`src/rtl/wb_pkg.sv`:
```
// Shared definitions for the Wishbone classic single-transfer initiator:
// bus widths, FSM state encoding, error-response data and an address helper.
package wb_pkg;

    localparam int WB_ADR_W = 32;
    localparam int WB_DAT_W = 32;
    localparam int WB_SEL_W = 4;

    // Data returned alongside rsp_err=1 after an aborted transfer
    localparam logic [WB_DAT_W-1:0] RSP_ERR_DATA = 32'h0000_0000;

    // Bridge FSM states
    typedef enum logic [1:0] {
        IDLE = 2'd0,
        BUS  = 2'd1,
        RESP = 2'd2
    } wb_state_e;

    // Force a byte address onto a 32-bit word boundary
    function automatic logic [WB_ADR_W-1:0] word_align(input logic [WB_ADR_W-1:0] adr);
        return {adr[WB_ADR_W-1:2], 2'b00};
    endfunction

endpackage

```
`src/rtl/wb_timeout_ctr.sv`:
```
// Bus-phase watchdog for wb_master_bridge. Counts cycles spent waiting for
// an acknowledge and flags expiry once TIMEOUT_CYCLES-1 has been reached, so
// that the strobe is held for exactly TIMEOUT_CYCLES cycles.
// Only instantiated when WBM_TIMEOUT_EN is defined.
module wb_timeout_ctr #(
    parameter int TIMEOUT_CYCLES = 255
) (
    input  logic i_clk,
    input  logic i_rst,
    input  logic i_clear,
    input  logic i_enable,
    output logic o_expired
);

    // A one-cycle limit still needs a 1-bit counter
    localparam int CTR_W = (TIMEOUT_CYCLES > 1) ? $clog2(TIMEOUT_CYCLES) : 1;
    localparam logic [CTR_W-1:0] LAST_CNT = CTR_W'(TIMEOUT_CYCLES - 1);
    localparam logic [CTR_W-1:0] CTR_ONE  = CTR_W'(1);

    logic [CTR_W-1:0] r_count;

    // Wait-cycle counter: cleared on command acceptance, stops at the limit
    always_ff @(posedge i_clk) begin
        if (i_rst) begin
            r_count <= {CTR_W{1'b0}};
        end else if (i_clear) begin
            r_count <= {CTR_W{1'b0}};
        end else if (i_enable && !o_expired) begin
            r_count <= r_count + CTR_ONE;
        end else begin
            r_count <= r_count;
        end
    end

    assign o_expired = (r_count == LAST_CNT);

endmodule

```
`src/rtl/wb_master_bridge.sv`:
```
// Wishbone B4 classic single-transfer initiator. Takes one read/write command
// on a valid/ready channel, runs one classic cycle and returns data/status on
// a valid/ready response channel. Command and response never overlap.
// Optional feature macro: WBM_TIMEOUT_EN (abort a bus cycle with rsp_err=1
// after TIMEOUT_CYCLES cycles without acknowledge). Without it the bus phase
// waits indefinitely and rsp_err is constant 0.
module wb_master_bridge
    import wb_pkg::*;
#(
    parameter int TIMEOUT_CYCLES = 255,
    parameter int CNT_W          = 16
) (
    input  logic                wb_clk_i,
    input  logic                wb_rst_i,
    input  logic                cmd_valid,
    output logic                cmd_ready,
    input  logic                cmd_we,
    input  logic [WB_ADR_W-1:0] cmd_adr,
    input  logic [WB_DAT_W-1:0] cmd_dat,
    input  logic [WB_SEL_W-1:0] cmd_sel,
    output logic                rsp_valid,
    input  logic                rsp_ready,
    output logic [WB_DAT_W-1:0] rsp_dat,
    output logic                rsp_err,
    output logic                wbm_cyc_o,
    output logic                wbm_stb_o,
    output logic                wbm_we_o,
    output logic [WB_SEL_W-1:0] wbm_sel_o,
    output logic [WB_ADR_W-1:0] wbm_adr_o,
    output logic [WB_DAT_W-1:0] wbm_dat_o,
    input  logic [WB_DAT_W-1:0] wbm_dat_i,
    input  logic                wbm_ack_i,
    output logic [CNT_W-1:0]    txn_count
);

    localparam logic [CNT_W-1:0] CNT_ONE = CNT_W'(1);

    if ((TIMEOUT_CYCLES < 1) || (TIMEOUT_CYCLES > 65535) || (CNT_W < 1)) begin : g_bad_param
        $error("wb_master_bridge: TIMEOUT_CYCLES must be 1..65535 and CNT_W >= 1");
    end

    wb_state_e           r_state;
    logic                r_rsp_valid;
    logic [WB_DAT_W-1:0] r_rsp_dat;
    logic                r_cyc;
    logic                r_stb;
    logic                r_we;
    logic [WB_SEL_W-1:0] r_sel;
    logic [WB_ADR_W-1:0] r_adr;
    logic [WB_DAT_W-1:0] r_dat;
    logic [CNT_W-1:0]    r_txn_count;
    logic                w_cmd_accept;

    assign cmd_ready    = (r_state == IDLE);
    assign w_cmd_accept = cmd_valid && cmd_ready;

`ifdef WBM_TIMEOUT_EN
    logic w_tmo_enable;
    logic w_tmo_expired;
    logic r_rsp_err;

    // Count only while the slave keeps us waiting
    assign w_tmo_enable = (r_state == BUS) && !wbm_ack_i;

    wb_timeout_ctr #(
        .TIMEOUT_CYCLES (TIMEOUT_CYCLES)
    ) u_timeout_ctr (
        .i_clk     (wb_clk_i),
        .i_rst     (wb_rst_i),
        .i_clear   (w_cmd_accept),
        .i_enable  (w_tmo_enable),
        .o_expired (w_tmo_expired)
    );

    assign rsp_err = r_rsp_err;
`else
    assign rsp_err = 1'b0;
`endif

    // Bridge FSM: latch command, run the bus cycle, hold the response
    always_ff @(posedge wb_clk_i) begin
        if (wb_rst_i) begin
            r_state     <= IDLE;
            r_rsp_valid <= 1'b0;
            r_rsp_dat   <= 32'h0000_0000;
            r_cyc       <= 1'b0;
            r_stb       <= 1'b0;
            r_we        <= 1'b0;
            r_sel       <= 4'h0;
            r_adr       <= 32'h0000_0000;
            r_dat       <= 32'h0000_0000;
            r_txn_count <= {CNT_W{1'b0}};
`ifdef WBM_TIMEOUT_EN
            r_rsp_err   <= 1'b0;
`endif
        end else begin
            case (r_state)
                IDLE: begin
                    if (w_cmd_accept) begin
                        r_adr   <= word_align(cmd_adr);
                        r_we    <= cmd_we;
                        r_sel   <= cmd_sel;
                        r_dat   <= cmd_dat;
                        r_cyc   <= 1'b1;
                        r_stb   <= 1'b1;
                        r_state <= BUS;
                    end
                end
                BUS: begin
                    // Ack is checked first so it wins over a same-edge timeout
                    if (wbm_ack_i) begin
                        r_cyc       <= 1'b0;
                        r_stb       <= 1'b0;
                        r_rsp_dat   <= r_we ? 32'h0000_0000 : wbm_dat_i;
                        r_rsp_valid <= 1'b1;
                        r_txn_count <= r_txn_count + CNT_ONE;
                        r_state     <= RESP;
`ifdef WBM_TIMEOUT_EN
                        r_rsp_err   <= 1'b0;
                    end else if (w_tmo_expired) begin
                        r_cyc       <= 1'b0;
                        r_stb       <= 1'b0;
                        r_rsp_dat   <= RSP_ERR_DATA;
                        r_rsp_err   <= 1'b1;
                        r_rsp_valid <= 1'b1;
                        r_txn_count <= r_txn_count + CNT_ONE;
                        r_state     <= RESP;
`endif
                    end
                end
                RESP: begin
                    if (rsp_ready) begin
                        r_rsp_valid <= 1'b0;
                        r_state     <= IDLE;
                    end
                end
                default: begin
                    r_cyc       <= 1'b0;
                    r_stb       <= 1'b0;
                    r_rsp_valid <= 1'b0;
                    r_state     <= IDLE;
                end
            endcase
        end
    end

    assign rsp_valid = r_rsp_valid;
    assign rsp_dat   = r_rsp_dat;
    assign wbm_cyc_o = r_cyc;
    assign wbm_stb_o = r_stb;
    assign wbm_we_o  = r_we;
    assign wbm_sel_o = r_sel;
    assign wbm_adr_o = r_adr;
    assign wbm_dat_o = r_dat;
    assign txn_count = r_txn_count;

endmodule

```
`config.mk`:
```
export PLATFORM = sky130hd
export DESIGN_NAME = wb_master_bridge
export DESIGN_NICKNAME = d
export VERILOG_FILES = /design/src/rtl/wb_pkg.sv /design/src/rtl/wb_timeout_ctr.sv /design/src/rtl/wb_master_bridge.sv
export SDC_FILE = /design/constraint.sdc
export NUM_CORES = 1
export LEC_CHECK = 0
export ABC_AREA = 0
export BUFFER_PORTS_ARGS = -buffer_cell sky130_fd_sc_hd__buf_2
export CAP_MARGIN = 15
export CORE_UTILIZATION = 24
export DETAILED_ROUTE_END_ITERATION = 10
export PLACE_DENSITY = 0.56
export SLEW_MARGIN = 20
export SYNTH_ARGS = -nofsm -noshare
export SYNTH_HDL_FRONTEND = slang
export SYNTH_SLANG_ARGS = --single-unit
export TNS_END_PERCENT = 10
```
`constraint.sdc`:
```
create_clock -name wb_clk_i -period 2 [get_ports wb_clk_i]
set_input_delay 0.4 -clock wb_clk_i [delete_from_list [all_inputs] [get_ports wb_clk_i]]
set_output_delay 0.4 -clock wb_clk_i [all_outputs]
set_load 0.02 [all_outputs]
```
# == Word-level counts from Yosys, hierarchy flattened ==
# Cells that the tools add are included.
# totals
regBits,119
out_inout_bits,122
# op_classes
n_reduce_logical,7
mux,11
n_eq_ne,5
addsub,1
n_bitwise,2
# op_table
op,n
2-to-1 mux 32 bit,1
adder 16 x 1 -> 16 bit (second input constant),1
AND reduction 3 bit,3
2-to-1 mux 2 bit,3
case mux 1 bit (3 select lines),2
case mux 2 bit (3 select lines),1
2-to-1 mux 1 bit,4
inequality test 2 bit (second input constant),2
AND reduction 2 bit,2
== test 2 x 1 -> 1 bit (second input constant),1
== test 2 bit (second input constant),1
logical NOT 2 bit,1
inequality test 2 x 1 -> 1 bit (second input constant),1
NOT 1 bit,2
logical AND 1 bit,1

# == Longest topological paths before layout ==
# Gate-level depths: netlist (run 1).
# depth
word_depth,4
mapped_depth,8
mapped_depth_nobuf,5

# == Worst setup path after synthesis (run 1) ==
# Ideal clock, no wire load.
# synth_timing
path_type,register to register
from,"register r_txn_count[2], in the netlist txn_count[2]"
to,"register r_txn_count[15], in the netlist txn_count[15]"
path_buffers,0
period_less_slack_ns,1.813
arrival_time_ns,1.742
stages_incl_launch_ff,5
slack_ns,0.187
path_cell_list,dfxtp_1 nand4_2 or4_4 or3_1 a21oi_1
# synth_via
elab_chain_cells,1
# synth_rtl
item,line_no,source
start: declaration,wb_master_bridge.sv:51,logic [CNT_W-1:0] r_txn_count;
start signal: assignment,wb_master_bridge.sv:92,r_txn_count <= {CNT_W{1'b0}};
start signal: assignment,wb_master_bridge.sv:116,r_txn_count <= r_txn_count + CNT_ONE;
adder 16 x 1 -> 16 bit,wb_master_bridge.sv:116,
# No other way between the ends.
# A chain may end at the register's enable or synchronous reset.

# == Worst setup path in the final report (run 1) ==
# layout_timing
from,"register r_txn_count[0], in the netlist txn_count[0]"
to,"register r_txn_count[12], in the netlist txn_count[12]"
# The elaborated chain is that of the path after synthesis.

==> results of run 1 <==
-- critical path: cells and delay by family, from the launching register on --
kind	cells	cell delay, ns
AO/OA/AOI/OAI	1	0.15
adder cells (fa/ha/maj)	1	0.24
buffers and inverters	1	0.19
flip-flops	1	0.46
AND/OR/NAND/NOR	3	0.65
-- layout make-up --
cell class | instances | area share (%)
timing repair buffer | 236 | 19.5
sequential | 119 | 37.1
clock inverter | 7 | 2.14
tap | 229 | 4.46
multi-input combinational | 377 | 28.6
clock buffer | 25 | 8.02
inverter | 3 | 0.175
-- how the worst max path moves through the flow --
stage / from / to / slack [ns] / depth (start not counted)
after floorplan: txn_count[2]$_SDFFE_PP0P_ / txn_count[15]$_SDFFE_PP0P_ / 0.19 / 4
after global placement: txn_count[1]$_SDFFE_PP0P_ / txn_count[12]$_SDFFE_PP0P_ / 0.19 / 6
after detailed placement: wbm_ack_i / rsp_dat[26]$_SDFFE_PP0P_ / 0.23 / 7
after CTS: txn_count[1]$_SDFFE_PP0P_ / txn_count[12]$_SDFFE_PP0P_ / 0.20 / 6
after global routing: txn_count[1]$_SDFFE_PP0P_ / txn_count[12]$_SDFFE_PP0P_ / 0.02 / 6
final: txn_count[0]$_SDFFE_PP0P_ / txn_count[12]$_SDFFE_PP0P_ / 0.24 / 6
-- state kept, by name, summed over array words and instances (netlist names) --
| signal | cells |
|---|---|
| wbm_adr_o | 30 |
| wbm_dat_o | 32 |
| rsp_valid | 1 |
| wbm_sel_o | 4 |
| rsp_dat | 32 |
| wbm_stb_o | 1 |
| wbm_we_o | 1 |
| r_state | 2 |
| txn_count | 16 |
-- power groups by stage --
stage / clock [uW] / combinational (uW) / sequential, uW
finish: 3350 / 741 / 2550
global route: 3550 / 825 / 2570
CTS: 3440 / 755 / 2550
detailed placement: 0 / 754 / 2600
floorplan: 0 / 306 / 2740
global placement: 0 / 750 / 2600
-- cells by family after synthesis --
group	share of synthesized area [%]
AND/OR/NAND/NOR	25.6
flip-flops	54.0
AO/OA/AOI/OAI	13.3
buffers and inverters	4.73
XOR/XNOR	1.98
adder cells (fa/ha/maj)	0.283
other	0.0849
-- routing by layer --
layer	up-vias	wire length, um	track usage (%)
li1	2201	-	-
met1	1942	5570	15.2
met2	113	6340	22.1
met3	7	732	4.78
met4	0	121	5.13
met5	-	0	0
-- synth_stat cells (all sizes together) --
library cell  count  area, um^2
buf              13        73.8
nand2           143         537
dfxtp           119        2380
a211oi            1        7.51
a21oi           108         541
and3b             1        8.76
conb              1        3.75
nor2             47         176
nand4             4        31.3
nor3              2        10.0
or4               1        11.3
inv               3        11.3
and3              1        6.26
nand3             4        20.0
o21ai             5        25.0
ha                1        12.5
nor3b            32         240
or2               1        6.26
xor2              4        35.0
nor4              4        25.0
a21o              2        15.0
or3               3        18.8
nand3b            1        20.0
xnor2             6        52.6
nand2b            2        12.5
clkbuf           33         124
nand4b            1        8.76
-- stage by stage --
stage / util [%] / worst slack, ns / instance area [um^2]
after floorplan: - / 0.187 / 4420
after global placement: 32.0 / 0.188 / 5780
after detailed placement: 32.0 / 0.226 / 5780
after CTS: 35.7 / 0.203 / 6430
after global routing: 35.7 / 0.0166 / 6430
final: 35.7 / 0.245 / 6430
==> out/metrics.cfg, run 1 <==
[layout]
mostFrequentLayoutCells=buf_2 (221), nand2_1 (143), dfxtp_1 (119), a21oi_1 (108), nor2_1 (46)
nFillCells=1916
final_common_cell=buf_2
area_growth_syn_to_layout_pct=45.6
instances_no_fill=996
multiInputGateArea_um2=1840
drive_above_1_share_pct=35.3
diodes=0
nNetsFinal=861
regArea_um2=2380

[power]
share_comb_of_total_power_pct=11.2
switching_power_uw=1590
irDropWorstVdd_v=0.000581
leakage_uw=0.00296
seqPwrFrac_pct=38.4
switching_share_pct=24.0
power.share.clock_pct=50.4
p_int_uw=5050
p_per_area_nw_per_um2=1030
power_uw=6640

[timing]
fmax_ghz=0.570
min_period_ns=1.76
hold_slack_ns=0.215
finalHoldViolCount=0
fin_skew_ns=0.0103
tns_ns=0
setup_viol=0
rsz0062_at_grt=no
min_period_over_period_pct=87.8
slew_violations=0

[routing]
viasPerCell=4.28
avgRoutedWirePerCell_um=12.8
drc=0
vias=4263
finalWirelength_um=12800
postRouteAntennaNets=0
drtIter0Drc=187
first_pass_iters=4

[clock_tree]
cts_buffers=17
cts_tree=built
ctsHtreeMaxLevel=4
postCtsResizedCells=0
cts-root-buf=clkbuf_16
clkSinkCount=119
clkTransAtPathRegs_ns=0.06
clockBufferDepth=2
ctsHoldBuffers=0
insertion_delay_ns=0.41
post_cts_buffers=0

[critical_path]
worst_path_max_delay_cell=dfxtp_1
worst-setup-path-type=flop to flop
r2r_start=txn_count[0]$_SDFFE_PP0P_
rr_worst_depth=6
worstPathArrival_ns=2.10
crit_path_end_kind=flop
reg2reg_to=txn_count[12]$_SDFFE_PP0P_
cp.required_ns=2.35
cp-start-kind=flop
critical_path.max_stage_delay_ns=0.46
crit_chain=ha_1 -> nand4b_1 -> nor4_1 -> buf_4 -> nand3_1 -> a21oi_1
worstPathMaxFanout=6
regToRegSetupSlack_ns=0.24

[grt]
grt_pass1_vias=3732
grt_max_degree=55
grt.overflow.total=0
grt_pass1_wl_um=19000
grt.total_usage_pct=13.2
antenna_found_initial=0

[floorplan]
start_util_pct=24.5
die_w_um=138
die_y_um=138
core_area_um2=18000
die_area_um2=18900
rows=49
num_io_pins=228

[synth]
yosysWarnings=0
yosysSeqAreaShare_pct=54.0
synth-seq-cells=119
synth.avg_cell_area_um2=8.13
synth.distinct_cells=30
netlist_area_um2=4420
synth_cells=543

[place]
place_congestion=0.718
place_inst=964
io_buffer_count=222
dp_hpwl_um=8650

[min_path]
worst_hold_startpoint=cmd_dat[2]
hold_end=wbm_dat_o[2]$_SDFFE_PP0P_
hold_class=input port to flop
hold_depth=3

[run_status]
status=finished, final reports clean

[flow_run]
cap_violations=0

Power figures use the tool's default switching activity.
==> run 2: changes to the inputs <==
- MAX_ROUTING_LAYER: unset -> met4
- clock period: 2 -> 1.8 ns (I/O delays scaled with it)
==> out/metrics.cfg, run 2 (synthesized netlist as in run 1, its figures left out) <==
[run_status]
status=finished, final reports clean

[floorplan]
rows=49
die_area_um2=18900
die_y_um=138
start_util_pct=24.5
core_area_um2=18000
die_w_um=138
num_io_pins=228

[place]
dp_hpwl_um=8670
place_congestion=0.728
io_buffer_count=222

[timing]
min_period_ns=1.64
finalHoldViolCount=0
tns_ns=0
fmax_ghz=0.609
setup_viol=0
fin_skew_ns=0.00991
min_period_over_period_pct=91.2
slew_violations=0
rsz0062_at_grt=no

[grt]
grt_pass1_vias=3704
top_usage_layer=met2
antenna_found_initial=1
met1_usage_pct=16.5
grt_pass1_wl_um=19100
gr-usage-met3_pct=4.05
grt_max_degree=69
grt.overflow.total=0
met2_usage_pct=20.7
grt.total_usage_pct=13.6

[critical_path]
worst-setup-path-type=flop to flop
crit_path_end_kind=flop
cp.required_ns=2.14
worstPathMaxFanout=6
worst_path_max_delay_cell=or4_4
critical_path.max_stage_delay_ns=0.54
crit_chain=nand3_1 -> or4_4 -> or3_1 -> a21oi_1
worstPathArrival_ns=1.98
cp-start-kind=flop

[clock_tree]
clockBufferDepth=2
cts_buffers=17
clkTransAtPathRegs_ns=0.06
cts-root-buf=clkbuf_16
insertion_delay_ns=0.41
clkSinkCount=119
cts_tree=built
ctsHtreeMaxLevel=4
ctsHoldBuffers=0

[layout]
area_growth_syn_to_layout_pct=45.9
nFillCells=1908
drive_above_1_share_pct=36.0
nNetsFinal=868
mostFrequentLayoutCells=buf_2 (221), nand2_1 (143), dfxtp_1 (117), a21oi_1 (108), nor2_1 (46)
final_common_cell=buf_2

[routing]
finalWirelength_um=12700
drc=0
vias=4294
avgRoutedWirePerCell_um=12.7
viasPerCell=4.28
postRouteAntennaNets=0
first_pass_iters=4
drtIter0Drc=175

[power]
leakage_uw=0.00297
power_uw=6980
p_per_area_nw_per_um2=1080
irDropWorstVdd_v=0.000609

[flow_run]
cap_violations=0

[min_path]
hold_class=input port to flop

## run 2: routing by layer
metal,routed length [um],vias up,share of wire [%]
met3,676,11,5.3
met1,5840,1950,46
met4,159,0,1.2
met5,0,-,0
li1,-,2220,-
met2,6060,113,48
## run 2: final cells by class
type                    instances  area (um^2)  area share [%]
flip-flops and latches        119         2380            37.0
multi-input cells             377         1850            28.6
repair buffers                243         1330            20.7
clock buffers                  24          482            7.48
well taps                     229          287            4.45
clock inverters                 8         96.3            1.50
inverters                       3         11.3           0.175
diodes                          1         2.50          0.0388
## run 2: power breakdown
part           leakage [uW]  internal (uW)  switching, uW
Clock              0.000284           2140           1170
Sequential         0.000973           2770           66.2
Combinational       0.00171            317            520
Total               0.00297           5220           1760
## run 2: path summary, 6_finish.rpt
path | cells past startpoint | end | start | slack, ns
setup / recovery | 4 | txn_count[15]$_SDFFE_PP0P_ | txn_count[6]$_SDFFE_PP0P_ | 0.16
hold / removal | 3 | wbm_adr_o[27]$_SDFFE_PP0P_ | cmd_adr[27] | 0.18
setup reg to reg | 4 | txn_count[15]$_SDFFE_PP0P_ | txn_count[6]$_SDFFE_PP0P_ | 0.16
hold reg to reg | 2 | wbm_sel_o[3]$_SDFFE_PP0P_ | wbm_sel_o[3]$_SDFFE_PP0P_ | 0.45
## run 2: what timing repair did
action                     in CTS  in global routing
resized for setup               0                  1
setup endpoints to repair       0                  1
hold endpoints to repair        0                  0
setup buffers                   0                  0
## run 2: worst max-delay path, delay by kind of cell (launching register included)
family	cells	cell delay [ns]
and+or+nand+nor	3	1.04
DFF	1	0.40
AOI/OAI and AO/OA	1	0.13
## run 2: metrics by stage
stage	hold slack, ns	utilization, %	instance area (um^2)	std cells	setup WS [ns]
6_report	0.182	35.7	6440	1004	0.158
5_1_grt	0.161	35.7	6440	1004	0.0144
4_1_cts	0.158	35.7	6430	1003	0.121
3_5_place_dp	0.443	32.5	5860	971	0.106
3_3_place_gp	0.439	32.5	5860	971	0.120
2_1_floorplan	0.496	-	4430	545	0.0214
